<file path="config.mk">
export PLATFORM = sky130hd
export DESIGN_NAME = alu_flag_commit_flat
export DESIGN_NICKNAME = d
export VERILOG_FILES = /design/src/rtl/alu_pkg.sv /design/src/rtl/alu_flag_commit_if.sv /design/src/rtl/alu_flag_commit_flag_update_logic.sv /design/src/rtl/alu_flag_commit.sv /design/src/flat_wrapper.sv
export SDC_FILE = /design/constraint.sdc
export NUM_CORES = 1
export LEC_CHECK = 0
export BUFFER_PORTS_ARGS = -buffer_cell sky130_fd_sc_hd__buf_2
export CAP_MARGIN = 20
export CORE_MARGIN = 1.5
export CORE_UTILIZATION = 28
export CTS_CLUSTER_SIZE = 40
export DETAILED_ROUTE_END_ITERATION = 16
export PLACE_DENSITY = 0.57
export SLEW_MARGIN = 10
export SYNTH_ARGS = -nofsm -noshare
export SYNTH_HDL_FRONTEND = slang
export SYNTH_SLANG_ARGS = --single-unit
</file>
<file path="constraint.sdc">
create_clock -name clk -period 5.4 [get_ports clk]
set_input_delay 0.54 -clock clk [delete_from_list [all_inputs] [get_ports clk]]
set_output_delay 0.54 -clock clk [all_outputs]
set_load 0.005 [all_outputs]
</file>
<file path="src/rtl/alu_pkg.sv">
// Shared ALU types: opcodes, flag and result-buffer entry layouts.
package alu_pkg;

  localparam int unsigned DATA_W     = 16;
  localparam int unsigned OPCODE_W   = 4;
  localparam int unsigned FLAGS_W    = 3;
  localparam int unsigned FIFO_DEPTH = 2;

  typedef enum logic [OPCODE_W-1:0] {
    OP_ADD    = 4'h0,
    OP_SUB    = 4'h1,
    OP_XOR    = 4'h2,
    OP_RED    = 4'h3,
    OP_SLL    = 4'h4,
    OP_SRA    = 4'h5,
    OP_ROR    = 4'h6,
    OP_PADDSB = 4'h7
  } opcode_e;

  typedef struct packed {
    logic n;
    logic z;
    logic v;
  } flags_t;

  typedef struct packed {
    opcode_e             opcode;
    logic [DATA_W-1:0]   result;
    flags_t              flags;
  } entry_t;

endpackage

</file>
<file path="src/rtl/alu_flag_commit_if.sv">
// Result handshake bundle between the add/sub datapath, the flag-commit buffer and its consumer.
interface alu_flag_commit_if;
  import alu_pkg::*;

  logic                in_valid;
  logic                in_ready;
  logic [OPCODE_W-1:0] in_opcode;
  logic [DATA_W-1:0]   in_sum;
  logic                in_ovfl;
  logic                out_valid;
  logic                out_ready;
  logic [DATA_W-1:0]   out_result;
  logic [OPCODE_W-1:0] out_opcode;

  modport master (
    output in_valid, in_opcode, in_sum, in_ovfl, out_ready,
    input  in_ready, out_valid, out_result, out_opcode
  );

  modport slave (
    input  in_valid, in_opcode, in_sum, in_ovfl, out_ready,
    output in_ready, out_valid, out_result, out_opcode
  );

endinterface

</file>
<file path="src/rtl/alu_flag_commit_flag_update_logic.sv">
// Next architectural N/Z/V from the current flags and a retiring entry; shared with branch forwarding.
module flag_update_logic
  import alu_pkg::*;
(
  input  flags_t  cur_flags,
  input  flags_t  entry_flags,
  input  opcode_e opcode,
  output flags_t  next_flags_c
);

  always_comb begin
    next_flags_c = cur_flags;
    case (opcode)
      OP_ADD, OP_SUB:                 next_flags_c   = entry_flags;
      OP_XOR, OP_SLL, OP_SRA, OP_ROR: next_flags_c.z = entry_flags.z;
      default:                        next_flags_c   = cur_flags;
    endcase
  end

endmodule

</file>
<file path="src/rtl/alu_flag_commit.sv">
// Two-entry result buffer that commits N/Z/V flags when the consumer takes the head.
// Optional ALU_SAT_STATS_EN adds a saturating count of retired ADD/SUB overflows.
module alu_flag_commit
  import alu_pkg::*;
(
  input  logic                 clk,
  input  logic                 rst,
  alu_flag_commit_if.slave     bus,
  input  logic                 flush,
`ifdef ALU_SAT_STATS_EN
  output logic [DATA_W-1:0]    sat_count,
`endif
  output logic [FLAGS_W-1:0]   flags
);

  localparam int unsigned CNT_W = 2;

  entry_t     mem_q [FIFO_DEPTH];
  logic       wr_ptr_q;
  logic       rd_ptr_q;
  logic [CNT_W-1:0] count_q;
  flags_t     flags_q;
  entry_t     head;
  entry_t     new_entry;
  flags_t     next_flags_c;
  logic       push;
  logic       pop;

  assign head = mem_q[rd_ptr_q];

  assign bus.in_ready   = (count_q != CNT_W'(FIFO_DEPTH));
  assign bus.out_valid  = (count_q != '0);
  assign bus.out_result = head.result;
  assign bus.out_opcode = head.opcode;
  assign flags          = flags_q;

  // Flush outranks both handshakes in the same cycle.
  assign push = bus.in_valid && bus.in_ready && !flush;
  assign pop  = bus.out_valid && bus.out_ready && !flush;

  always_comb begin
    new_entry         = '0;
    new_entry.opcode  = opcode_e'(bus.in_opcode);
    new_entry.result  = bus.in_sum;
    new_entry.flags.n = bus.in_sum[DATA_W-1];
    new_entry.flags.z = (bus.in_sum == '0);
    new_entry.flags.v = bus.in_ovfl;
  end

  flag_update_logic u_flag_update (
    .cur_flags    (flags_q),
    .entry_flags  (head.flags),
    .opcode       (head.opcode),
    .next_flags_c (next_flags_c)
  );

  always_ff @(posedge clk) begin
    if (rst) begin
      for (int i = 0; i < FIFO_DEPTH; i++) mem_q[i] <= '0;
      wr_ptr_q <= 1'b0;
      rd_ptr_q <= 1'b0;
      count_q  <= '0;
      flags_q  <= '0;
    end else if (flush) begin
      wr_ptr_q <= 1'b0;
      rd_ptr_q <= 1'b0;
      count_q  <= '0;
    end else begin
      if (push) begin
        mem_q[wr_ptr_q] <= new_entry;
        wr_ptr_q        <= ~wr_ptr_q;
      end
      if (pop) begin
        rd_ptr_q <= ~rd_ptr_q;
        flags_q  <= next_flags_c;
      end
      count_q <= count_q + CNT_W'(push) - CNT_W'(pop);
    end
  end

`ifdef ALU_SAT_STATS_EN
  logic [DATA_W-1:0] sat_count_q;
  logic              sat_event;

  assign sat_event = pop && head.flags.v && (head.opcode == OP_ADD || head.opcode == OP_SUB);
  assign sat_count = sat_count_q;

  // Counter sticks at all-ones rather than wrapping.
  always_ff @(posedge clk) begin
    if (rst) begin
      sat_count_q <= '0;
    end else if (sat_event && (sat_count_q != '1)) begin
      sat_count_q <= sat_count_q + DATA_W'(1);
    end
  end
`endif

endmodule

</file>
<file path="src/flat_wrapper.sv">
// flat-port wrapper written by rule: the top's interface ports become plain ports
module alu_flag_commit_flat import alu_pkg::*;
  (clk, rst, flush, flags, bus_in_valid, bus_in_opcode, bus_in_sum, bus_in_ovfl, bus_out_ready, bus_in_ready, bus_out_valid, bus_out_result, bus_out_opcode);
  alu_flag_commit_if bus_i ();
  input  logic clk;
  input  logic rst;
  input  logic flush;
  output logic [FLAGS_W-1:0] flags;
  input wire logic [$bits(bus_i.in_valid)-1:0] bus_in_valid;
  input wire logic [$bits(bus_i.in_opcode)-1:0] bus_in_opcode;
  input wire logic [$bits(bus_i.in_sum)-1:0] bus_in_sum;
  input wire logic [$bits(bus_i.in_ovfl)-1:0] bus_in_ovfl;
  input wire logic [$bits(bus_i.out_ready)-1:0] bus_out_ready;
  output wire logic [$bits(bus_i.in_ready)-1:0] bus_in_ready;
  output wire logic [$bits(bus_i.out_valid)-1:0] bus_out_valid;
  output wire logic [$bits(bus_i.out_result)-1:0] bus_out_result;
  output wire logic [$bits(bus_i.out_opcode)-1:0] bus_out_opcode;
  assign bus_i.in_valid = bus_in_valid;
  assign bus_i.in_opcode = bus_in_opcode;
  assign bus_i.in_sum = bus_in_sum;
  assign bus_i.in_ovfl = bus_in_ovfl;
  assign bus_i.out_ready = bus_out_ready;
  assign bus_in_ready = bus_i.in_ready;
  assign bus_out_valid = bus_i.out_valid;
  assign bus_out_result = bus_i.out_result;
  assign bus_out_opcode = bus_i.out_opcode;
  alu_flag_commit u_core (.clk(clk), .rst(rst), .bus(bus_i), .flush(flush), .flags(flags));
endmodule
</file>
* Word-level counts from Yosys, hierarchy flattened
Memories as Yosys holds them, arrays and structs flattened. A register that Yosys moved wholly into a read port is not among the register bits.
Index checks and enable logic that the tools add are counted.
** Word-level totals
- RAM bits :: 46
- Input port bits :: 26
- Output and inout bits :: 25
- Register bits :: 7
- Logic and storage cells :: 43
- Memories :: 1
** Memories
- u_core.mem_q :: depth 2, width 23, rd ports 1, clocked after Yosys merged registers in 1, write ports 2, line alu_flag_commit.sv:18 : entry_t mem_q [FIFO_DEPTH];
** Cells by class
- Reduce and logical (&&, ||, !) cells :: 14
- Equality and inequality tests :: 6
- $add $sub $neg :: 2
- Bitwise logic cells :: 3
- Mux-type cells :: 11
** Operators by type and width (number)
- two-way mux 23 bit :: 1
- OR reduction 23 bit :: 1
- logical NOT 16 bit :: 1
- == test 4 x 3 -> 1 bit, second input constant :: 3
- two-way mux 1 bit :: 10
- AND reduction 3 bit :: 2
- OR reduction 6 bit :: 1
- == test 4 x 1 -> 1 bit, second input constant :: 1
- == test 4 x 2 -> 1 bit, second input constant :: 1
- logical AND 1 bit :: 4
- logical NOT 4 bit :: 1
- OR reduction 2 bit :: 2
- NOT 1 bit :: 3
- adder 2 x 1 -> 2 bit :: 1
- != test 2 bit, second input constant :: 1
- nonzero test 2 bit :: 1
- subtractor 2 x 1 -> 2 bit :: 1
- logical NOT 1 bit :: 1

* Logic depth before layout (Yosys ltp)
- Depth in word-level cells :: 9
- Depth in mapped cells :: 9
- Depth with buffers taken out :: 8

* Modules after synthesis
A second synthesis with hierarchy kept.
** Second synthesis, totals
- Cells, all modules :: 194
- Area total of the unflattened synthesis :: 2524.9 sq um
** Modules (own cells, without submodules)
- alu_flag_commit :: times used 1, cells an instance 189, sequential area each 1481.4 sq um, area an instance 2476.1 sq um
- flag_update_logic :: times used 1, cells an instance 5, sequential area each 0.0 sq um, area an instance 48.8 sq um

* Worst setup path before layout
OpenSTA, ideal clock, no wires.
- Path kind :: input -> register
- From :: input flush
- To :: memory u_core.mem_q[0][0] in the netlist's numbering (enable)
- Slack :: 2.559 ns
- Library setup time :: 0.435 ns
- Buffers on the path :: 1
- Stages on the path :: 2
- Data arrival time :: 2.406 ns
- Data required time :: 4.965 ns
- Cell sequence :: buf_6 o31ai_1
** RTL lines
- start, declared :: line flat_wrapper.sv:7 : input logic flush;
- end, declared :: line alu_flag_commit.sv:18

==> out/results.txt <==
status - finished, violations left
failing checks - design-rule violations
FFs w/ async S/R, synth - 0
first-pass GRT wire length - 7260 um
main combinational cell family by area after synthesis - simple AND/OR/NAND/NOR gates
post-layout min period - 2.44 ns
clock slew at reported path FFs - 0.09 ns
CP max FO - 15
Post-Synth XOR/XNOR Area - 0.0136
total core area - 8810 um2
#FFs+latches synth - 52
CTS tree - done
CTS Buf Count - 5
Post-synth EDFFs - 44
drt pass-1 iters - 10
Synth Instances - 190
ANT nets after route - 0
CTS root buf - clkbuf_8
Power Density - 260 nW/um2
Critical Path RT - 4.86 ns
worst-skew pair later-pin latency - 0.30 ns
Final HPWL DP - 3370 um
Mapped Area - 2580 um2
clock network power share - 0.289
Flop pwr share - 0.618
Worst Max-Slew Pin Slew - 0.932 ns
vias per cell - 4.28
Tot Pwr - 0.746 mW
VDD IR-drop max - 0.0837 mV
Sw Ratio - 0.227
Rel. slew slack - 0.374
final worst-path cycle share - 0.453
nets - 248
Reg area - 1480 um2
Clock Tree Buf Depth - 2
Layout fillers - 850
Chip Height - 98.9 um
postcts setup bufs - 0
H-tree depth - 2
RSZ-0062 raised after global routing - false
clk sinks - 52
antenna cell count - 0
power share of the combinational group - 0.094
die area - 9790 um2
Area growth syn-to-layout - 11.1%
Worst Setup Start Kind - flip-flop
simple-gate share of the synthesized area - 0.192
Compound-Gate Fraction of Synth Area - 0.0184
Worst R2R Start - u_core.count_q[0]
via count - 1407
TNS Setup - 0 ns
Iteration-0 DRC Markers - 46
post-synth cell types - 35
hold buffer count at CTS - 0
aggregate global-route resource usage - 0.0976
syn_area_per_cell - 13.6 um2
Arrival @ worst endpoint - 1.90 ns
crit end category - primary output
routed wire length - 4650 um
worst min path class - flip-flop to flip-flop
area of the multi-input gates - 871 um2
GRT overflow - 0
hold_sp - u_core.flags[0]
P_sw - 0.169 mW
fmax - 0.409 GHz
Setup Crit Path Kind - flip-flop to primary output
share of layout cells above drive strength 1 - 0.452
endpoints failing hold - 0
Pint - 0.577 mW
Die Wd - 98.9 um
Rows - 34
largest net degree at the start of global routing - 24
initial antenna violation count - 0
drt drc - 2
detail-routed net length per standard cell - 14.1 um
syn_nets - 218
Slew Limit Fails - 0
multiplexer area fraction after synthesis - 0.0990
vias in the first global route - 1414
synth warn - 0
Initial Utilization - 0.293
max cap viols - 0
Clock Skew - 0.00725 ns
Synth Area in Adders - 0.00971
P_leak - 1.17 nW
I/O pin cnt - 51
GP Congestion - 0.775
setup violators final - 0
Seq/Total Area, Yosys - 0.575
Port-buffer cells - 50
dominant synthesized flop cell - edfxtp_1
Resize count post-CTS - 0
## layout make-up
class	instances	area share
timing repair buffer	52	0.0953
sequential	52	0.517
clock buffer	6	0.0253
clock inverter	2	0.00393
inverter	5	0.00656
tap	108	0.0472
multi-input combinational	104	0.304
## layer usage
layer	track usage	share of wire
met1	0.121	0.46
met2	0.169	0.49
met3	0.0149	0.028
met4	0.0429	0.018
met5	0	0
## final timing paths
check / cells after the start / slack, ns / endpoint
max: 3 / 2.96 / bus_out_opcode[0]
min: 1 / 0.50 / u_core.flags[0]
max reg2reg: 4 / 3.09 / u_core.mem_q[1][5]
min reg2reg: 1 / 0.50 / u_core.flags[0]
## synth_stat cells (all sizes together), types with 2 or more instances
cell,instances,area share
nor3b,2,0.0058
buf,26,0.081
nor4,5,0.018
dfxtp,8,0.062
xnor2,2,0.0068
edfxtp,44,0.51
xor2,2,0.0068
nor2,2,0.0029
and2,45,0.12
clkbuf,3,0.0049
ha,2,0.0097
nor2b,2,0.0049
mux2i,4,0.020
mux2,18,0.079
nor3,7,0.014
inv,5,0.0073
or2,2,0.0049
## critical path: stages (launching register included)
cell	delay (ns)
dfxtp_1	0.78
buf_4	0.32
mux2_2	0.36
buf_2	0.13
## cell families (layout without fill, tap and decap cells)
| kind of cell | count (synthesis) | in the layout |
|---|---|---|
| and+or+nand+nor | 70 | 70 |
| adders and majority gates | 2 | 2 |
| DFF | 52 | 52 |
| muxes | 22 | 22 |
| buffers and inverters | 34 | 65 |
| AOI/OAI and AO/OA | 6 | 6 |
| xor gates and xnor gates | 4 | 4 |
## registers in the layout, indices dropped and copies added, names as in the netlist, named ones only
signal           cells
u_core.mem_q        44
u_core.flags         3
u_core.count_q       2
u_core.rd_ptr_q      1
u_core.wr_ptr_q      1
## power groups by stage
stage               registers [mW]  clock network, mW  logic (mW)
finish                       0.460              0.215      0.0699
global route                 0.462              0.239      0.0777
CTS                          0.461              0.223      0.0720
detailed placement           0.470                  0      0.0714
global placement             0.470                  0      0.0695
floorplan                    0.468                  0      0.0508
## stage by stage
step	std cells	setup slack (ns)	utilization	instance area [um2]	hold slack (ns)
after CTS	329	2.92	0.325	2860	0.505
after global routing	329	2.83	0.325	2860	0.527
after global placement	320	2.87	0.314	2760	0.479
after detailed placement	321	2.80	0.316	2780	0.484
after floorplan	190	2.56	-	2580	0.485
final	329	2.96	0.325	2860	0.501
## layout by cell type, fill, tap and decap left out, drive strengths merged
| master | n |
|---|---|
| or2 | 2 |
| o31ai | 1 |
| nor3b | 2 |
| buf | 52 |
| nor2b | 2 |
| nand4 | 1 |
| nor4b | 1 |
| xor2 | 2 |
| edfxtp | 44 |
| and2 | 45 |
| nand2b | 1 |
| clkinv | 1 |
| o2111ai | 1 |
| a21o | 1 |
| a31oi | 1 |
| mux2i | 4 |
| clkbuf | 6 |
| nor4 | 5 |
| and4 | 1 |
| nor2 | 2 |
| nand2 | 1 |
| mux2 | 18 |
| a32oi | 1 |
| dfxtp | 8 |
| xnor2 | 2 |
| a31o | 1 |
| clkinvlp | 1 |
| inv | 5 |
| nor3 | 7 |
| ha | 2 |
Note: power is estimated with default switching activity, not from simulation.
